File: config.mk
export PLATFORM = sky130hd
export DESIGN_NAME = lcg_gen
export DESIGN_NICKNAME = d
export VERILOG_FILES = /design/src/rtl/lcg_pkg.sv /design/src/rtl/lcg_modred.sv /design/src/rtl/lcg_gen.sv
export SDC_FILE = /design/constraint.sdc
export NUM_CORES = 2
export LEC_CHECK = 0
export CAP_MARGIN = 30
export CELL_PAD_IN_SITES_DETAIL_PLACEMENT = 0
export CELL_PAD_IN_SITES_GLOBAL_PLACEMENT = 1
export CORE_MARGIN = 1
export CORE_UTILIZATION = 51
export DETAILED_ROUTE_END_ITERATION = 10
export PLACE_DENSITY_LB_ADDON = 0.1
export SKIP_CTS_REPAIR_TIMING = 1
export SYNTH_ARGS = -nofsm -noshare
export SYNTH_HDL_FRONTEND = slang
export SYNTH_HIERARCHICAL = 1
export SYNTH_SLANG_ARGS = --single-unit
export TNS_END_PERCENT = 20
File: constraint.sdc
create_clock -name CLK -period 10.1 [get_ports CLK]
set_input_delay 1.01 -clock CLK [delete_from_list [all_inputs] [get_ports CLK]]
set_output_delay 1.01 -clock CLK [all_outputs]
set_load 0.02 [all_outputs]
File: src/rtl/lcg_pkg.sv
// Shared types and constants for the LCG sequence generator.
// Holds the default width, the product width and the FSM state type.
package lcg_pkg;

  localparam int LCG_WIDTH = 32;
  localparam int PROD_W    = 2 * LCG_WIDTH + 1;

  typedef enum logic [2:0] {
    IDLE,
    MUL,
    MOD,
    OUT,
    ERR
  } state_t;

endpackage

File: src/rtl/lcg_modred.sv
// Sequential restoring reducer: r = p mod m, one product bit per cycle.
// The last iteration's remainder is presented combinationally with done.
module lcg_modred
  import lcg_pkg::*;
#(
  parameter int WIDTH = LCG_WIDTH
) (
  input  logic               clk,
  input  logic               rst_n,
  input  logic               start,
  input  logic [2*WIDTH:0]   p,
  input  logic [WIDTH-1:0]   m,
  output logic               done,
  output logic [WIDTH-1:0]   r
);

  localparam int PW = 2 * WIDTH + 1;
  localparam int CW = $clog2(PW + 1);

  logic [PW-1:0]    p_q;
  logic [WIDTH:0]   r_q;
  logic [WIDTH:0]   s;
  logic [WIDTH:0]   r_nxt;
  logic [CW-1:0]    cnt;
  logic             active;
  logic             ge;

  // one shift-subtract step: bring in the next product MSB
  always_comb begin
    s     = {r_q[WIDTH-1:0], p_q[PW-1]};
    ge    = r_q[WIDTH] | (s >= {1'b0, m});
    r_nxt = ge ? (s - {1'b0, m}) : s;
  end

  assign done = active && (cnt == CW'(1));
  assign r    = r_nxt[WIDTH-1:0];

  // load on start, then iterate once per product bit
  always_ff @(posedge clk or negedge rst_n) begin
    if (!rst_n) begin
      p_q    <= '0;
      r_q    <= '0;
      cnt    <= '0;
      active <= 1'b0;
    end else if (start) begin
      p_q    <= p;
      r_q    <= '0;
      cnt    <= CW'(PW);
      active <= 1'b1;
    end else if (active) begin
      p_q    <= {p_q[PW-2:0], 1'b0};
      r_q    <= r_nxt;
      cnt    <= cnt - CW'(1);
      active <= (cnt != CW'(1));
    end
  end

endmodule

File: src/rtl/lcg_gen.sv
// Forward LCG generator: v(n+1) = (v(n)*a + c) mod m.
// Owns the FSM, the output handshake and the coefficient latches.
module lcg_gen
  import lcg_pkg::*;
#(
  parameter int WIDTH = LCG_WIDTH
) (
  input  logic             CLK,
  input  logic             RST_N,
  input  logic [WIDTH-1:0] MODULUS,
  input  logic [WIDTH-1:0] MULTIPLIER,
  input  logic [WIDTH-1:0] INCREMENT,
  input  logic             seed_load,
  input  logic [WIDTH-1:0] seed,
  output logic             out_valid,
  input  logic             out_ready,
  output logic [WIDTH-1:0] out_value,
  output logic             busy,
  output logic             error
);

  localparam int PW = 2 * WIDTH + 1;
  localparam int XW = PW - WIDTH;

  state_t           st;
  logic [WIDTH-1:0] cur;
  logic [WIDTH-1:0] m_q;
  logic [WIDTH-1:0] a_q;
  logic [WIDTH-1:0] c_q;
  logic [PW-1:0]    prod;
  logic             start;
  logic             done;
  logic [WIDTH-1:0] r;

  // untruncated product; seed may exceed m so no pre-reduction
  always_comb begin
    prod = {{XW{1'b0}}, cur} * {{XW{1'b0}}, a_q}
         + {{XW{1'b0}}, c_q};
  end

  assign start = (st == MUL);

  lcg_modred #(
    .WIDTH(WIDTH)
  ) u_red (
    .clk   (CLK),
    .rst_n (RST_N),
    .start (start),
    .p     (prod),
    .m     (m_q),
    .done  (done),
    .r     (r)
  );

  // control FSM; a load in any state restarts from the new seed
  always_ff @(posedge CLK or negedge RST_N) begin
    if (!RST_N) begin
      st        <= IDLE;
      cur       <= '0;
      m_q       <= '0;
      a_q       <= '0;
      c_q       <= '0;
      out_valid <= 1'b0;
      out_value <= '0;
      busy      <= 1'b0;
      error     <= 1'b0;
    end else if (seed_load) begin
      cur       <= seed;
      m_q       <= MODULUS;
      a_q       <= MULTIPLIER;
      c_q       <= INCREMENT;
      out_valid <= 1'b0;
      if (MODULUS == '0) begin
        st    <= ERR;
        busy  <= 1'b0;
        error <= 1'b1;
      end else begin
        st    <= MUL;
        busy  <= 1'b1;
        error <= 1'b0;
      end
    end else begin
      unique case (st)
        IDLE: begin
        end
        MUL: begin
          st <= MOD;
        end
        MOD: begin
          if (done) begin
            out_value <= r;
            cur       <= r;
            out_valid <= 1'b1;
            busy      <= 1'b0;
            st        <= OUT;
          end
        end
        OUT: begin
          if (out_ready) begin
            out_valid <= 1'b0;
            busy      <= 1'b1;
            st        <= MUL;
          end
        end
        ERR: begin
          error     <= 1'b1;
          out_valid <= 1'b0;
          busy      <= 1'b0;
        end
        default: begin
          st <= IDLE;
        end
      endcase
    end
  end

endmodule

# Yosys cells after proc, flatten, opt, wreduce, memory -nomap -nowiden
# Cells that the tools add are included.
word_totals:
  out_inout_bits: 35
  in_bits: 132
  register_bits: 272
  word_cells: 71
classes:
  mux: 29
  n_eq_ne: 9
  n_reduce_logical: 13
  add_sub_neg: 3
  n_bitwise: 2
  multipliers: 1
  order_cmp: 1
ops:
  columns: ["op", "n"]
  rows:
  - ["$mux W65", 2]
  - ["$mux W33", 3]
  - ["$mux W32", 3]
  - ["$add A64 B32 Y65", 1]
  - ["$mul A32 B32 Y64", 1]
  - ["$ge A33 B32 Y1", 1]
  - ["$sub A33 B32 Y33", 1]
  - ["$logic_not A32 Y1", 1]
  - ["$mux W7", 2]
  - ["$mux W1", 12]
  - ["$mux W3", 4]
  - ["$pmux W3 S4", 1]
  - ["$reduce_and A3 Y1", 3]
  - ["$reduce_bool A2 Y1", 4]
  - ["$eq A7 B1 Y1 const B", 1]
  - ["$ne A7 B1 Y1 const B", 1]
  - ["$sub A7 B1 Y7 const B", 1]
  - ["$eq A3 B2 Y1 const B", 2]
  - ["$ne A3 B3 Y1 const B", 2]
  - ["$pmux W1 S3", 2]
  - ["$reduce_bool A4 Y1", 1]
  - ["$eq A3 B1 Y1 const B", 1]
  - ["$eq A3 B3 Y1 const B", 1]
  - ["$logic_not A3 Y1", 1]
  - ["6 further kinds", 6]

# Depth between registers and ports, before layout
depth:
  word_depth: 6
  mapped_depth: 31
  mapped_depth_nobuf: 29

# Cells and area by module
# Netlist, hierarchy kept.
modules_own_cells:
  columns: ["module", "area_per_inst_um2", "instances", "seq_area_each_um2", "cells_each"]
  rows:
  - ["lcg_gen", 41260.8, 1, 4154.0, 4358]
  - ["lcg_modred", 7020.5, 1, 2652.5, 800]

# Worst setup path after synthesis
# Ideal clock, no wire load.
synth_timing:
  path_kind: "register to register"
  from: "reg a_q[0]"
  to: "reg u_red.p_q[57]"
  setup_slack_ns: 3.037
  path_stages_with_launch: 30
  arrival_time_ns: 6.930
  path_buffers: 2
  t_required_ns: 9.967
  period_less_slack_ns: 7.063
  setup_ns: 0.133
  cell_sequence: "dfrtp_1 > clkbuf_1 > and2_1 > fa_1 > fa_1 > fa_1 > inv_1 > fa_1 > inv_1 > fa_1 > inv_1 > fa_1 > inv_1 > fa_1 > inv_1 > fa_1 > inv_1 > ha_1 > clkbuf_1 > nand4_1 > inv_1 > a21oi_1 > o31a_1 > o21ai_2 > a21oi_2 > nor3_1 > a2111oi_0 > a21boi_0 > nand2_1 > o21ai_0"
synth_between:
  elab_chain_len: 3
synth_rtl:
  columns: ["item", "line_no", "source"]
  rows:
  - ["start: declaration", "lcg_gen.sv:28", "logic [WIDTH-1:0] a_q;"]
  - ["start signal: assignment", "lcg_gen.sv:61", "a_q <= '0;"]
  - ["start signal: assignment", "lcg_gen.sv:70", "a_q <= MULTIPLIER;"]
  - ["$mul A32 B32 Y64", "lcg_gen.sv:37", "prod = {{XW{1'b0}}, cur} * {{XW{1'b0}}, a_q}"]
  - ["$add A64 B32 Y65", "lcg_gen.sv:38", "+ {{XW{1'b0}}, c_q};"]
  - ["named net prod[57]", "lcg_gen.sv:30", "logic [PW-1:0] prod;"]
  - ["$mux W65", "lcg_modred.sv:45", "end else if (start) begin"]
  - ["end signal: assignment", "lcg_modred.sv:46", "p_q <= p;"]
  - ["end signal: assignment", "lcg_modred.sv:51", "p_q <= {p_q[PW-2:0], 1'b0};"]
  - ["end: declaration", "lcg_modred.sv:20", "logic [PW-1:0] p_q;"]
# The timed path passes the listed nets, and every way through them passes these cells.
# A chain may end at the register's enable or synchronous reset.

# Final worst setup path
layout_timing:
  from: "reg a_q[10]"
  to: "reg u_red.p_q[62]"
# Same word-level chain as after synthesis.

==> impl_metrics.ini <==
[setup_path]
critPathLaunchType = register
worst-setup-path-type = register to register
critPathMaxFanout = 18
crit_start = a_q[10]$_DFFE_PN0P_
worstReg2RegStart = a_q[10]$_DFFE_PN0P_
arrival_ns = 9.37
cp-end-kind = register
worstPathRequired_ns = 10.59
reg2regPathDepth = 26

[synthesis]
netlist_area_sq_um = 48300
synth-edff-count = 0
synth.top_cells.by_count = inv_1 (1,035), fa_1 (930), and2_1 (640), nand2_1 (612), ha_1 (303)
async_reset_ff_share_pct = 100
synth-seq-cells = 272
syn_nets = 6523
synth-seq-area-share_pct = 14.1
synth_area_per_cell_sq_um = 9.36
synth_top_cell_by_area = fa_1
synth_cell_types = 85
ys_warn_count = 6
netlist.area_leader.share_pct = 38.6
ys.flop_type = dfrtp_1
syn_inst = 5158
yosysMostFrequentCell = inv_1
synthTopCellsByArea = fa_1 (39%), dfrtp_1 (14%), and2_1 (8.3%), inv_1 (8.0%), ha_1 (7.9%)

[floorplanning]
num_rows = 112
core-area_sq_um = 93600
ioPinCount = 167
die_w_um = 310
dieArea_sq_um = 95900
fp.dieH_um = 310
start_util_pct = 51.6

[sta]
finalCriticalPeriod_ns = 8.88
slew_viol_final = 0
worstMarginPinSlew_ns = 0.964
fmax_mhz = 113
finalSetupTns_ns = 0
setup_violations = 0
relSlewSlack_pct = 35.7
rsz0062_at_grt = false
period_share_pct = 87.9
timing_hold_violations_final = 0
skew_ns = 0.0379

[routing]
drt_iter0_markers = 1562
drc = 0
drtPass1Iterations = 5
drt-vias-per-instance = 5.36
drt_wl_total_um = 134000
vias = 34600
ant_nets = 0
wire_per_inst_um = 20.8

[finish]
nets = 6536
final_layout_size_suffix_gt1_share_pct = 6.29
area_growth_syn_to_layout_pct = 8.77

[global_route]
grt_pass1_vias = 38100
track_usage_pct = 29.4
grt_pass1_wl_um = 215000
grt-ovfl-total = 0
grt_antenna_before_repair = 0
grt_start_max_net_pins = 117

[placed_design]
dp_hpwl_um = 109000
io_buffer_count = 166
gp_congestion = 0.925

[clock_tree]
cts_buffers = 37
cts_root_buf = clkbuf_16
clock_latency_ns = 0.60
clkTransAtPathRegs_ns = 0.06
clock-sinks = 272
htreeDepth = 2
tritoncts = done
clockBufferDepth = 3

[status]
status = complete, no violations

[hold_path]
min_path_type = input pin to async pin

[flow_run]
max_cap_viol_count = 0
[final timing paths]
check / end / slack [ns]
min in group CLK: out_value[27]$_DFFE_PN0P_ / 0.48
worst min register to register: out_value[27]$_DFFE_PN0P_ / 0.47
worst max-delay path: u_red/p_q[62]$_DFFE_PN0P_ / 1.22
worst max register to register: u_red/p_q[62]$_DFFE_PN0P_ / 1.22
max in group asynchronous: a_q[27]$_DFFE_PN0P_ / 7.58
worst min-delay path: error$_DFFE_PN0P_ / 0.47
[layout by cell type, fill, tap and decap left out, types with 5 or more instances in the layout]
| master | n |
|---|---|
| nand3_1 | 25 |
| nand2b_1 | 11 |
| xor2_1 | 42 |
| mux2i_1 | 112 |
| a21oi_1 | 111 |
| clkbuf_16 | 38 |
| nor2b_1 | 9 |
| a31oi_1 | 16 |
| a211oi_1 | 5 |
| a21o_1 | 45 |
| o21ai_1 | 5 |
| nand4_1 | 26 |
| buf_4 | 86 |
| and3_1 | 11 |
| fa_1 | 930 |
| o21a_1 | 21 |
| o21ai_0 | 185 |
| clkinv_2 | 6 |
| nor4_1 | 11 |
| nor3_1 | 25 |
| inv_1 | 1035 |
| o21bai_1 | 20 |
| clkdlybuf4s50_1 | 164 |
| and2_1 | 639 |
| nand2_1 | 612 |
| clkbuf_8 | 7 |
| a311oi_1 | 6 |
| nor2_1 | 116 |
| dfrtp_1 | 269 |
| xnor2_1 | 50 |
| mux2_2 | 127 |
| buf_16 | 5 |
| ha_1 | 303 |
| o211ai_1 | 7 |
[cell families (layout without fill, tap and decap cells)]
family / count (synthesis) / after routing / share of synthesized area, %
xor gates and xnor gates: 92 / 92 / 1.67
buffers and inverters: 1322 / 1360 / 10.4
AOI/OAI and AO/OA: 481 / 481 / 6.28
DFF: 272 / 272 / 14.1
muxes: 241 / 241 / 5.34
other: 0 / 1 / 0
adders and majority gates: 1233 / 1233 / 46.4
and+or+nand+nor: 1517 / 1517 / 15.8
[layer usage]
layer	wire (um)	part of all wire (%)	vias to the layer above	global-route usage (%)
li1	-	-	15600	-
met1	54300	41	17900	36.6
met2	68300	51	833	52.2
met3	5760	4.3	262	3.42
met4	5680	4.2	0	11.6
met5	0	0	-	0
[critical path, cell delays in order, from the launching register on]
cell      delay, ns
dfrtp_1        0.85
buf_4          0.38
and2_1         0.18
fa_1           0.44
fa_1           0.56
inv_1          0.06
fa_1           0.50
fa_1           0.56
inv_1          0.07
fa_1           0.55
fa_1           0.43
fa_1           0.50
inv_1          0.05
fa_1           0.48
inv_1          0.08
ha_1           0.47
nand4_1        0.33
nor4_1         0.54
o21ai_0        0.25
o211ai_1       0.24
o311ai_1       0.21
a211oi_1       0.33
o22ai_1        0.20
o21ai_1        0.20
xor2_1         0.16
nand2_1        0.06
o21ai_0        0.09
[area by class of cell]
cell class,count,area [sq um]
fillers,8818,41100
flip-flops and latches,272,6810
inverters,1036,3890
clock buffers,49,1060
repair buffers,260,2500
clock inverters,15,199
well taps,1254,1570
multi-input cells,3564,36500
diodes,1,2.50
[state kept, by name, summed over array words and instances (netlist names)]
signal	flops
u_red/cnt	7
c_q	32
out_valid	1
st	3
error	1
a_q	32
u_red/active	1
u_red/p_q	65
m_q	32
cur	32
out_value	32
busy	1
u_red/r_q	33
[through the flow]
stage	util [%]	setup slack [ns]	cells	hold WS [ns]	instance area (sq um)
after floorplan	-	3.04	5158	0.478	48300
after global placement	54.6	1.23	6378	0.473	51100
after detailed placement	54.7	1.23	6383	0.475	51200
after CTS	56.0	1.17	6447	0.489	52400
after global routing	56.1	0.702	6450	0.511	52500
final	56.1	1.22	6451	0.475	52500
Power is left out: the tool's default activity adds up to more than one toggle a clock period on the data nets, which glitch-free logic cannot reach.
